--- src/rtl/multicycle_adder_pkg.sv ---
// Shared definitions for the multi-cycle chunked adder.
// Holds the controller state encoding used by the top level.
package multicycle_adder_pkg;

   typedef enum logic [1:0] {
      IDLE = 2'd0,
      RUN  = 2'd1,
      DONE = 2'd2
   } state_t;

endpackage

--- src/rtl/multicycle_adder_chunk_adder.sv ---
// Ripple-carry building blocks: a one-bit full adder and a CHUNK-bit ripple of them.
// c_msb exposes the carry into the top bit so the caller can detect signed overflow.
module full_adder (
   input  logic a,
   input  logic b,
   input  logic ci,
   output logic s,
   output logic co
);
   assign s  = a ^ b ^ ci;
   assign co = (a & b) | (a & ci) | (b & ci);
endmodule

module chunk_adder #(
   parameter int W = 4
) (
   input  logic [W-1:0] a,
   input  logic [W-1:0] b,
   input  logic         ci,
   output logic [W-1:0] s,
   output logic         co,
   output logic         c_msb
);
   logic [W:0] carry_s;

   assign carry_s[0] = ci;

   for (genvar i = 0; i < W; i++) begin : g_bit
      full_adder u_fa (
         .a  (a[i]),
         .b  (b[i]),
         .ci (carry_s[i]),
         .s  (s[i]),
         .co (carry_s[i+1])
      );
   end

   assign co    = carry_s[W];
   assign c_msb = carry_s[W-1];
endmodule

--- src/rtl/multicycle_adder.sv ---
// Adds two WIDTH-bit operands CHUNK bits per clock; results appear only on completion.
// Subtraction is performed as A + ~B + 1 using the same datapath.
module multicycle_adder
   import multicycle_adder_pkg::*;
#(
   parameter int WIDTH = 16,
   parameter int CHUNK = 4
) (
   input  logic             clk,
   input  logic             rst_n,
   input  logic             start,
   input  logic [WIDTH-1:0] A,
   input  logic [WIDTH-1:0] B,
   input  logic             Cin,
   input  logic             Sub,
   output logic             busy,
   output logic             done,
   output logic [WIDTH-1:0] Sum,
   output logic             Cout,
   output logic             Overflow
);
   localparam int N     = (CHUNK >= 1) ? (WIDTH / CHUNK) : 1;
   localparam int IDX_W = (N > 1) ? $clog2(N) : 1;

   if ((CHUNK < 1) || ((WIDTH % CHUNK) != 0)) begin : g_bad_params
      $error("multicycle_adder: WIDTH must be a multiple of CHUNK and CHUNK >= 1");
   end

   state_t             state_r;
   state_t             state_next_s;
   logic [IDX_W-1:0]   idx_r;
   logic               carry_r;
   logic [WIDTH-1:0]   a_r;
   logic [WIDTH-1:0]   b_r;
   logic [WIDTH-1:0]   acc_r;
   logic [WIDTH-1:0]   acc_next_s;
   logic [CHUNK-1:0]   a_chunk_s;
   logic [CHUNK-1:0]   b_chunk_s;
   logic [CHUNK-1:0]   s_chunk_s;
   logic               co_s;
   logic               c_msb_s;
   logic               last_s;
   logic               busy_r;
   logic               done_r;

   assign a_chunk_s = a_r[idx_r*CHUNK +: CHUNK];
   assign b_chunk_s = b_r[idx_r*CHUNK +: CHUNK];
   assign last_s    = (idx_r == IDX_W'(N-1));

   chunk_adder #(.W(CHUNK)) u_chunk (
      .a     (a_chunk_s),
      .b     (b_chunk_s),
      .ci    (carry_r),
      .s     (s_chunk_s),
      .co    (co_s),
      .c_msb (c_msb_s)
   );

   // Merge the freshly computed chunk into the partial result.
   always_comb begin
      acc_next_s = acc_r;
      acc_next_s[idx_r*CHUNK +: CHUNK] = s_chunk_s;
   end

   // Controller next-state decode.
   always_comb begin
      state_next_s = state_r;
      case (state_r)
         IDLE:    if (start) state_next_s = RUN;  else state_next_s = IDLE;
         RUN:     if (last_s) state_next_s = DONE; else state_next_s = RUN;
         DONE:    if (start) state_next_s = RUN;  else state_next_s = IDLE;
         default: state_next_s = IDLE;
      endcase
   end

   // State, operand capture, chunk datapath and published results.
   always_ff @(posedge clk or negedge rst_n) begin
      if (!rst_n) begin
         state_r  <= IDLE;
         idx_r    <= {IDX_W{1'b0}};
         carry_r  <= 1'b0;
         a_r      <= {WIDTH{1'b0}};
         b_r      <= {WIDTH{1'b0}};
         acc_r    <= {WIDTH{1'b0}};
         busy_r   <= 1'b0;
         done_r   <= 1'b0;
         Sum      <= {WIDTH{1'b0}};
         Cout     <= 1'b0;
         Overflow <= 1'b0;
      end else begin
         state_r <= state_next_s;
         busy_r  <= (state_next_s == RUN);
         done_r  <= (state_next_s == DONE);
         case (state_r)
            IDLE, DONE: begin
               if (start) begin
                  a_r     <= A;
                  b_r     <= Sub ? ~B : B;
                  carry_r <= Sub ? 1'b1 : Cin;
                  idx_r   <= {IDX_W{1'b0}};
                  acc_r   <= {WIDTH{1'b0}};
               end
            end
            RUN: begin
               acc_r   <= acc_next_s;
               carry_r <= co_s;
               idx_r   <= idx_r + IDX_W'(1);
               // Outputs change only when the final chunk lands.
               if (last_s) begin
                  Sum      <= acc_next_s;
                  Cout     <= co_s;
                  Overflow <= c_msb_s ^ co_s;
               end
            end
            default: begin
               idx_r <= {IDX_W{1'b0}};
            end
         endcase
      end
   end

   assign busy = busy_r;
   assign done = done_r;
endmodule

--- config.mk ---
export PLATFORM = sky130hd
export DESIGN_NAME = multicycle_adder
export DESIGN_NICKNAME = d
export VERILOG_FILES = /design/src/rtl/multicycle_adder_pkg.sv /design/src/rtl/multicycle_adder_chunk_adder.sv /design/src/rtl/multicycle_adder.sv
export SDC_FILE = /design/constraint.sdc
export NUM_CORES = 1
export LEC_CHECK = 0
export BUFFER_PORTS_ARGS = -buffer_cell sky130_fd_sc_hd__buf_2
export CORE_MARGIN = 2
export CORE_UTILIZATION = 45
export CTS_BUF_LIST = sky130_fd_sc_hd__clkbuf_2
export DETAILED_ROUTE_END_ITERATION = 7
export GPL_TIMING_DRIVEN = 0
export PLACE_DENSITY = 0.72
export SYNTH_ARGS = -nofsm -noshare
export SYNTH_HDL_FRONTEND = slang
export SYNTH_SLANG_ARGS = --single-unit
--- constraint.sdc ---
create_clock -name clk -period 3.1 [get_ports clk]
set_clock_uncertainty 0.15 [all_clocks]
set_input_delay 0.155 -clock clk [delete_from_list [all_inputs] [get_ports clk]]
set_output_delay 0.155 -clock clk [all_outputs]
set_load 0.01 [all_outputs]
==> results of run 1 <==
==> routing by layer <==
layer	vias up	global-route usage, %
met2	71	38.1
met5	-	0
li1	1261	-
met3	9	5.54
met4	0	6.51
met1	1264	25.8
==> flip-flops by register name, indices dropped and copies added, names as in the netlist <==
name,flops
done,1
Overflow,1
a_r,16
carry_r,1
state_r,2
idx_r,2
busy,1
b_r,16
Cout,1
acc_r,12
Sum,16
==> cell families after synthesis <==
family | after synthesis | share of synthesized area [%]
xor gates and xnor gates | 17 | 4.56
muxes | 8 | 5.52
DFF | 69 | 52.9
buffers and inverters | 36 | 5.98
and+or+nand+nor | 114 | 15.0
adders and majority gates | 9 | 4.37
AOI/OAI and AO/OA | 55 | 11.7
==> worst max-delay path by stage <==
stage                   from  endpoint  slack, ns  depth (start not counted)
finish              idx_r[0]    Sum[7]      -0.03                         11
global route        idx_r[0]    Sum[7]      -0.14                         11
CTS                 idx_r[0]    Sum[7]      -0.04                         11
detailed placement  idx_r[0]    Sum[7]      -0.27                         11
global placement    idx_r[0]    Sum[7]      -0.24                         11
floorplan           idx_r[0]    Sum[7]      -0.02                         11
==> where the power goes <==
group          total [W]  leakage, nW  switching, W  internal, W
registers        0.00152        0.870      0.000221      0.00129
logic            0.00245         1.15       0.00136      0.00109
clock network   0.000390       0.0525      0.000297    0.0000929
total            0.00436         2.07       0.00188      0.00248
==> final cells by class <==
type,instances,area share (%)
inverter,15,1.32
sequential,69,40.6
clock buffer,10,1.18
buffer,21,3.79
multi-input combinational,203,32.4
clock inverter,4,0.412
tap,99,2.91
timing repair buffer,102,17.4
==> through the flow <==
stage	area (um2)	instances	total power, W	setup TNS, ns	hold slack (ns)
after detailed placement	3700	462	0.00378	-1.52	0.173
after CTS	4240	522	0.00432	-0.0578	0.121
after floorplan	3300	308	0.00312	-0.0592	-0.291
after global routing	4260	523	0.00472	-0.419	0.117
after global placement	3700	462	0.00372	-1.23	0.195
final	4260	523	0.00436	-0.0358	0.130
==> cells in the final DEF, fill, tap and decap left out, types with 3 or more instances in the layout <==
master / n
buf_4: 11
o21ai_0: 19
a22o_1: 6
o21ai_1: 3
a221oi_1: 7
ha_1: 5
fa_2: 3
inv_1: 12
dfrtp_1: 68
a32o_1: 4
nand2_1: 78
dlygate4sd3_1: 42
mux4_2: 8
buf_6: 3
a21oi_1: 6
xnor2_1: 16
clkbuf_2: 11
o2bb2ai_1: 4
nor2_1: 23
inv_2: 3
buf_2: 61
==> repair_timing <==
item	CTS	global route
hold buffers	42	0
pin swaps	6	1
setup endpoints to repair	8	7
setup buffers	4	1
endpoints found under the hold margin	104	0
gates resized for setup	5	2
==> impl_metrics.yaml, run 1 <==
status:
  status: "finished, violations left"
  failed_checks: "setup timing"
power:
  total_leakage_power_nw: 2.07
  p_per_area_nw_per_um2: 1020
  ir_drop_v: 0.000629
setup_path:
  end_kind: "flop"
  r2r_slack_ns: -0.03
  path_max_fanout: 7
  reg2reg_to: "Sum[7]"
  cp.required_ns: 3.34
  crit_chain: "buf_12 > mux4_2 > fa_2 > inv_2 > fa_2 > fa_2 > inv_2 > fa_1 > buf_8 > a221oi_4 > nor2_1"
  critPathSlowestCell: "mux4_2"
  path_buf_inv: 4
  max_stage_delay_ns: 0.51
  crit_type: "flop to flop"
  r2r-start: "idx_r[0]"
  crit_family: "adder cells"
  rr_worst_depth: 11
  start_kind: "flop"
  crit_path_frequent_cell: "fa_2"
  arrival_ns: 3.37
logic_synthesis:
  synthTopCellsByArea: "dfrtp_1 (53%), nand2_1 (9.0%), mux4_2 (5.5%), xnor2_1 (4.3%), o21ai_0 (2.9%)"
  synthArstFlopShare_pct: 100
  synth_warnings: 0
  yosysMostFrequentCell: "nand2_1"
  synth_seq_cells: 69
  yosysTopAreaCellShare_pct: 52.9
  syn_area_per_cell_um2: 10.6
  yosys.cell_types.count: 36
  ys_seq_area_share_pct: 52.9
  yosys-top-cells-count: "nand2_1 (78), dfrtp_1 (69), nor2_1 (23)"
  synth_area_um2: 3260
  synth_nets: 354
  yosysTopAreaCell: "dfrtp_1"
  synth_edf_count: 0
  synthCells: 308
  ys.flop_type: "dfrtp_1"
timing:
  finalCritPeriodShare_pct: 101
  maxSlewHeadroom_pct: 42.4
  rsz0062_at_grt: "yes"
  setup_viol: 2
  fin_ws_ns: -0.0317
  finalHoldViolCount: 0
  worst_pin_slew_ns: 0.865
  min_period_ns: 3.13
  maxSlewViolCount: 0
  max_freq_ghz: 0.319
clocking:
  cts.clk_slew.worst_paths_ns: 0.19
  cts_max_path_buffers: 2
  cts_max_level: 3
  clk_latency_ns: 0.49
  cts_buffers: 9
  cts_tree: "yes"
  root_buffer: "clkbuf_2"
  clock_sinks: 69
global_route:
  grt_util_all_layers_pct: 21.5
  grt_pass1_wl_um: 12800
  antenna_found_initial: 0
  grt_pass1_vias: 2768
  grt-ovfl-total: 0
  grt_max_degree: 70
drt:
  wl_met3_um: 325
  wl_met2_um: 4100
  routed-via-count: 2605
  maxUsedRoutingLayer: "met4"
  drtPass1Iterations: 4
  met1Wirelength_um: 3230
  via_per_inst: 4.98
  drtIter0Drc: 101
  antenna_left: 0
  drt-total-wl_um: 7750
  routedWlPerCell_um: 14.8
  drcViolationCount: 0
die:
  start_util_pct: 45.7
  die_w_um: 89.2
  die_h_um: 89.2
  dieArea_um2: 7950
  num_rows: 31
  core_area_um2: 7140
  io-pin-count: 57
run:
  cap_viol_max_count: 0
place:
  place_ws_ns: -0.273
  hpwl_um: 4830
  gp_congestion: 0.845
  io_buffers: 55
layout:
  drive_gt1_share_pct: 26.9
  fill_cells: 654
  utilization_pct: 59.6
  multiInputGateArea_um2: 1380
  seqCellArea_um2: 1730
  antennaDiodeCount: 0
  nets: 467
  area_growth_pct: 30.4
worst_hold_path:
  hold_path_class: "input pin to asynchronous set/reset pin"
Power figures use the tool's default switching activity.
==> run 2: changes to the inputs <==
- PLACE_DENSITY: 0.72 -> 0.8
==> impl_metrics.yaml, run 2 (synthesis results as in run 1) <==
place:
  dpl_cell_area_um2: 3700
  hpwl_um: 4800
  gp_congestion: 0.834
  io_buffers: 55
setup_path:
  crit_chain: "buf_12 > mux4_2 > fa_2 > inv_2 > fa_2 > fa_2 > inv_2 > fa_1 > buf_8 > a221oi_4 > nor2_1"
  r2r-start: "idx_r[0]"
  crit_start: "idx_r[0]"
  arrival_ns: 3.43
  crit_family: "adder cells"
  start_kind: "flop"
  end_kind: "flop"
  path_buf_inv: 4
  critPathSlowestCell: "mux4_2"
  crit_type: "flop to flop"
  max_stage_delay_ns: 0.53
  cp.required_ns: 3.37
  crit_path_frequent_cell: "fa_2"
  path_max_fanout: 7
timing:
  finalHoldViolCount: 0
  finalCritPeriodShare_pct: 102
  min_period_ns: 3.16
  maxSlewHeadroom_pct: 43.0
  setup_viol: 2
  maxSlewViolCount: 0
  setup_tns_ns: -0.0630
  max_freq_ghz: 0.317
  worst_pin_slew_ns: 0.856
  fin_ws_ns: -0.0570
  rsz0062_at_grt: "yes"
global_route:
  grt_pass1_vias: 2642
  grt_max_degree: 70
  antenna_found_initial: 0
  use_met2_pct: 34.5
  grt_pass1_wl_um: 12700
  grt-ovfl-total: 0
  grt_busiest_layer: "met2"
  grtUsageMet3_pct: 6.09
  grt_util_all_layers_pct: 21.3
  use_met1_pct: 27.5
die:
  die_w_um: 89.2
  dieArea_um2: 7950
  io-pin-count: 57
  core_area_um2: 7140
  die_h_um: 89.2
  num_rows: 31
  start_util_pct: 45.7
layout:
  finalInstanceArea_um2: 4370
  utilization_pct: 61.2
  drive_gt1_share_pct: 27.7
  final_cell_mix: "nand2_1 (78), dfrtp_1 (68), buf_2 (61)"
  top_regs: "Sum (16), a_r (16), b_r (16)"
  antennaDiodeCount: 0
  fill_cells: 623
  area_growth_pct: 33.8
  nets: 467
  final_common_cell: "nand2_1"
clocking:
  cts_tree: "yes"
  cts_buffers: 9
  cts_max_path_buffers: 2
  root_buffer: "clkbuf_2"
  clock_sinks: 69
  cts_max_level: 3
  cts.clk_slew.worst_paths_ns: 0.20
  clk_latency_ns: 0.53
worst_hold_path:
  hold_path_class: "input pin to flop"
  hp-start: "Sub"
drt:
  via_per_inst: 4.92
  routed-via-count: 2583
  drt-total-wl_um: 7340
  drtIter0Drc: 110
  drcViolationCount: 0
  antenna_left: 0
  routedWlPerCell_um: 14.0
  drtPass1Iterations: 4
run:
  cap_viol_max_count: 0
status:
  failed_checks: "setup timing"
  status: "finished, violations left"
power:
  total_leakage_power_nw: 2.12
  p_per_area_nw_per_um2: 1080
  ir_drop_v: 0.000508
  power_w: 0.00473
-- run 2: cell types whose count changed in the layout (fill, tap and decap cells not counted), sizes merged --
cell	change
bufinv	+4
clkinv	-2
clkbuf	-1
clkinvlp	+1
-- run 2: area by class of cell --
class | instances | area, um2 | area share, %
sequential | 69 | 1730 | 39.6
multi-input combinational | 203 | 1380 | 31.6
timing repair buffer | 102 | 736 | 16.8
buffer | 21 | 161 | 3.70
clock inverter | 7 | 138 | 3.15
tap | 99 | 124 | 2.84
inverter | 15 | 56.3 | 1.29
clock buffer | 9 | 45.0 | 1.03
-- run 2: worst paths after layout --
check / to / slack (ns) / cells after the start
max in group asynchronous: idx_r[0] / 2.09 / 2
max: Sum[11] / -0.06 / 11
min in group asynchronous: acc_r[1] / 0.12 / 2
min: b_r[13] / 0.09 / 4
min reg2reg: Cout / 0.34 / 2
max reg2reg: Sum[11] / -0.06 / 11
-- run 2: worst register-to-register path: stages, from the launching register on --
cell and delay (ns):
dfrtp_2 0.44, buf_12 0.13, mux4_2 0.53, fa_2 0.37, inv_2 0.06, fa_2 0.19
fa_2 0.22, inv_2 0.04, fa_1 0.46, buf_8 0.16, a221oi_4 0.26, nor2_1 0.07
-- run 2: repair_timing --
item	4_1_cts	5_1_grt
endpoints found under the setup margin	8	7
hold buffers	42	0
pin swaps	5	2
gates cloned	0	0
endpoints found under the hold margin	104	0
buffers inserted	4	1
gates resized for setup	3	3
-- run 2: power by group --
group          leakage (nW)  internal (W)  switching, W
logic                  1.15       0.00109       0.00137
registers             0.870       0.00129      0.000225
clock network         0.102      0.000425      0.000324
total                  2.12       0.00281       0.00192
-- run 2: routing by layer --
| metal | routed length [um] | share of wire (%) | vias up |
|---|---|---|---|
| met5 | 0 | 0 | - |
| met4 | 129 | 1.8 | 0 |
| met3 | 357 | 4.9 | 16 |
| met2 | 3670 | 50 | 76 |
| met1 | 3180 | 43 | 1229 |
| li1 | - | - | 1262 |
-- run 2: stage by stage --
step / std cells / worst slack [ns] / hold slack, ns
finish: 525 / -0.0570 / 0.0882
floorplan: 308 / -0.0197 / -0.291
CTS: 524 / -0.0235 / 0.0607
global route: 525 / -0.166 / 0.0652
detailed placement: 462 / -0.252 / 0.174
global placement: 462 / -0.221 / 0.199
==> run 3: changes to the inputs <==
- CORE_MARGIN: 2 -> not set
==> impl_metrics.yaml, run 3 (synthesis results as in run 1) <==
drt:
  via_per_inst: 5.11
  routed-via-count: 2666
  drtIter0Drc: 174
  routedWlPerCell_um: 15.2
  drtPass1Iterations: 4
  drcViolationCount: 0
  antenna_left: 0
  drt-total-wl_um: 7950
place:
  io_buffers: 55
  place_ws_ns: -0.275
  dpl_cell_area_um2: 3700
  hpwl_um: 4920
  gp_congestion: 0.864
clocking:
  cts_max_path_buffers: 2
  clk_latency_ns: 0.51
  clock_sinks: 69
  root_buffer: "clkbuf_2"
  cts_tree: "yes"
  cts.clk_slew.worst_paths_ns: 0.21
  cts_max_level: 3
  cts_buffers: 9
power:
  pwr-share-seq_pct: 34.0
  total_leakage_power_nw: 2.09
  comb_power_share_pct: 54.5
  p_int_w: 0.00256
  swShare_pct: 42.8
  p_per_area_nw_per_um2: 1040
  ir_drop_v: 0.000601
  switchingPower_w: 0.00191
  pwr-share-clk_pct: 11.5
layout:
  drive_gt1_share_pct: 27.7
  nets: 467
  fill_cells: 600
  area_growth_pct: 31.2
  final_common_cell: "nand2_1"
  final_cell_mix: "nand2_1 (78), dfrtp_1 (68), buf_2 (62)"
  antennaDiodeCount: 0
  finalInstanceArea_um2: 4280
  top_regs: "Sum (16), a_r (16), b_r (16)"
setup_path:
  crit_type: "flop to flop"
  crit_start: "idx_r[0]"
  end_kind: "flop"
  arrival_ns: 3.38
  cp.required_ns: 3.34
  start_kind: "flop"
  r2r-start: "idx_r[0]"
  path_max_fanout: 7
worst_hold_path:
  hp-start: "Sub"
  hold_path_class: "input pin to flop"
timing:
  whs_ns: 0.125
  rsz0062_at_grt: "yes"
  maxSlewHeadroom_pct: 42.9
  setup_tns_ns: -0.0855
  finalHoldViolCount: 0
  maxSlewViolCount: 0
  fin_ws_ns: -0.0425
  min_period_ns: 3.14
  max_freq_ghz: 0.318
  setup_viol: 3
  worst_pin_slew_ns: 0.857
  finalCritPeriodShare_pct: 101
die:
  core_area_um2: 6910
  num_rows: 30
  dieArea_um2: 7600
  io-pin-count: 57
  die_h_um: 87.2
  start_util_pct: 47.2
  die_w_um: 87.2
global_route:
  grt_max_degree: 70
  grt_pass1_vias: 2835
  grt_pass1_wl_um: 13500
  grt_util_all_layers_pct: 23.8
  antenna_found_initial: 0
  grt-ovfl-total: 0
run:
  cap_viol_max_count: 0
status:
  failed_checks: "setup timing"
  status: "finished, violations left"
run 3: path summary, 6_finish.rpt:
path,cells after the start,end,slack [ns]
max reg2reg,11,Sum[11],-0.04
max,11,Sum[11],-0.04
min in group asynchronous,2,acc_r[11],0.14
min,4,b_r[14],0.12
max in group asynchronous,2,idx_r[0],2.08
min reg2reg,2,a_r[0],0.35
run 3: routing by layer:
| layer | routed length (um) | vias up | global-route usage (%) |
|---|---|---|---|
| met5 | 0 | - | 0 |
| met4 | 85 | 0 | 7.60 |
| met3 | 310 | 10 | 4.64 |
| met2 | 4300 | 74 | 43.2 |
| met1 | 3250 | 1315 | 28.3 |
| li1 | - | 1267 | - |
run 3: area by class of cell:
class                   instances  area, um2  area share [%]
flip-flops and latches         69       1730            40.4
multi-input cells             203       1370            31.9
repair buffers                102        736            17.2
plain buffers                  21        159            3.71
well taps                      96        120            2.81
clock inverters                 6       63.8            1.49
inverters                      15       56.3            1.32
clock buffers                  10       50.0            1.17
run 3: timing repair:
item | in CTS | in global routing
endpoints found under the hold margin | 104 | 0
setup buffers | 5 | 0
pin swaps | 5 | 4
setup endpoints to repair | 9 | 6
hold buffers | 42 | 0
gates resized for setup | 3 | 1
run 3: through the flow:
step | power (W) | std cells | utilization (%)
finish | 0.00447 | 522 | 62.0
detailed placement | 0.00380 | 459 | 53.5
CTS | 0.00443 | 522 | 62.0
global route | 0.00482 | 522 | 62.0
floorplan | 0.00312 | 308 | -
global placement | 0.00370 | 459 | 53.5
run 3: worst max-delay path: stages (launching register included):
cell	delay, ns
dfrtp_2	0.44
buf_12	0.12
mux4_2	0.52
fa_2	0.37
inv_2	0.06
fa_2	0.19
fa_2	0.23
inv_2	0.04
fa_1	0.46
buf_8	0.16
a221oi_2	0.23
nor2_1	0.06
run 3: power groups by stage:
stage	clock [W]	combinational (W)	sequential, W
final	0.000514	0.00243	0.00152
after global routing	0.000563	0.00270	0.00157
after CTS	0.000522	0.00239	0.00152
after detailed placement	0	0.00225	0.00154
after global placement	0	0.00219	0.00152
after floorplan	0	0.00158	0.00154
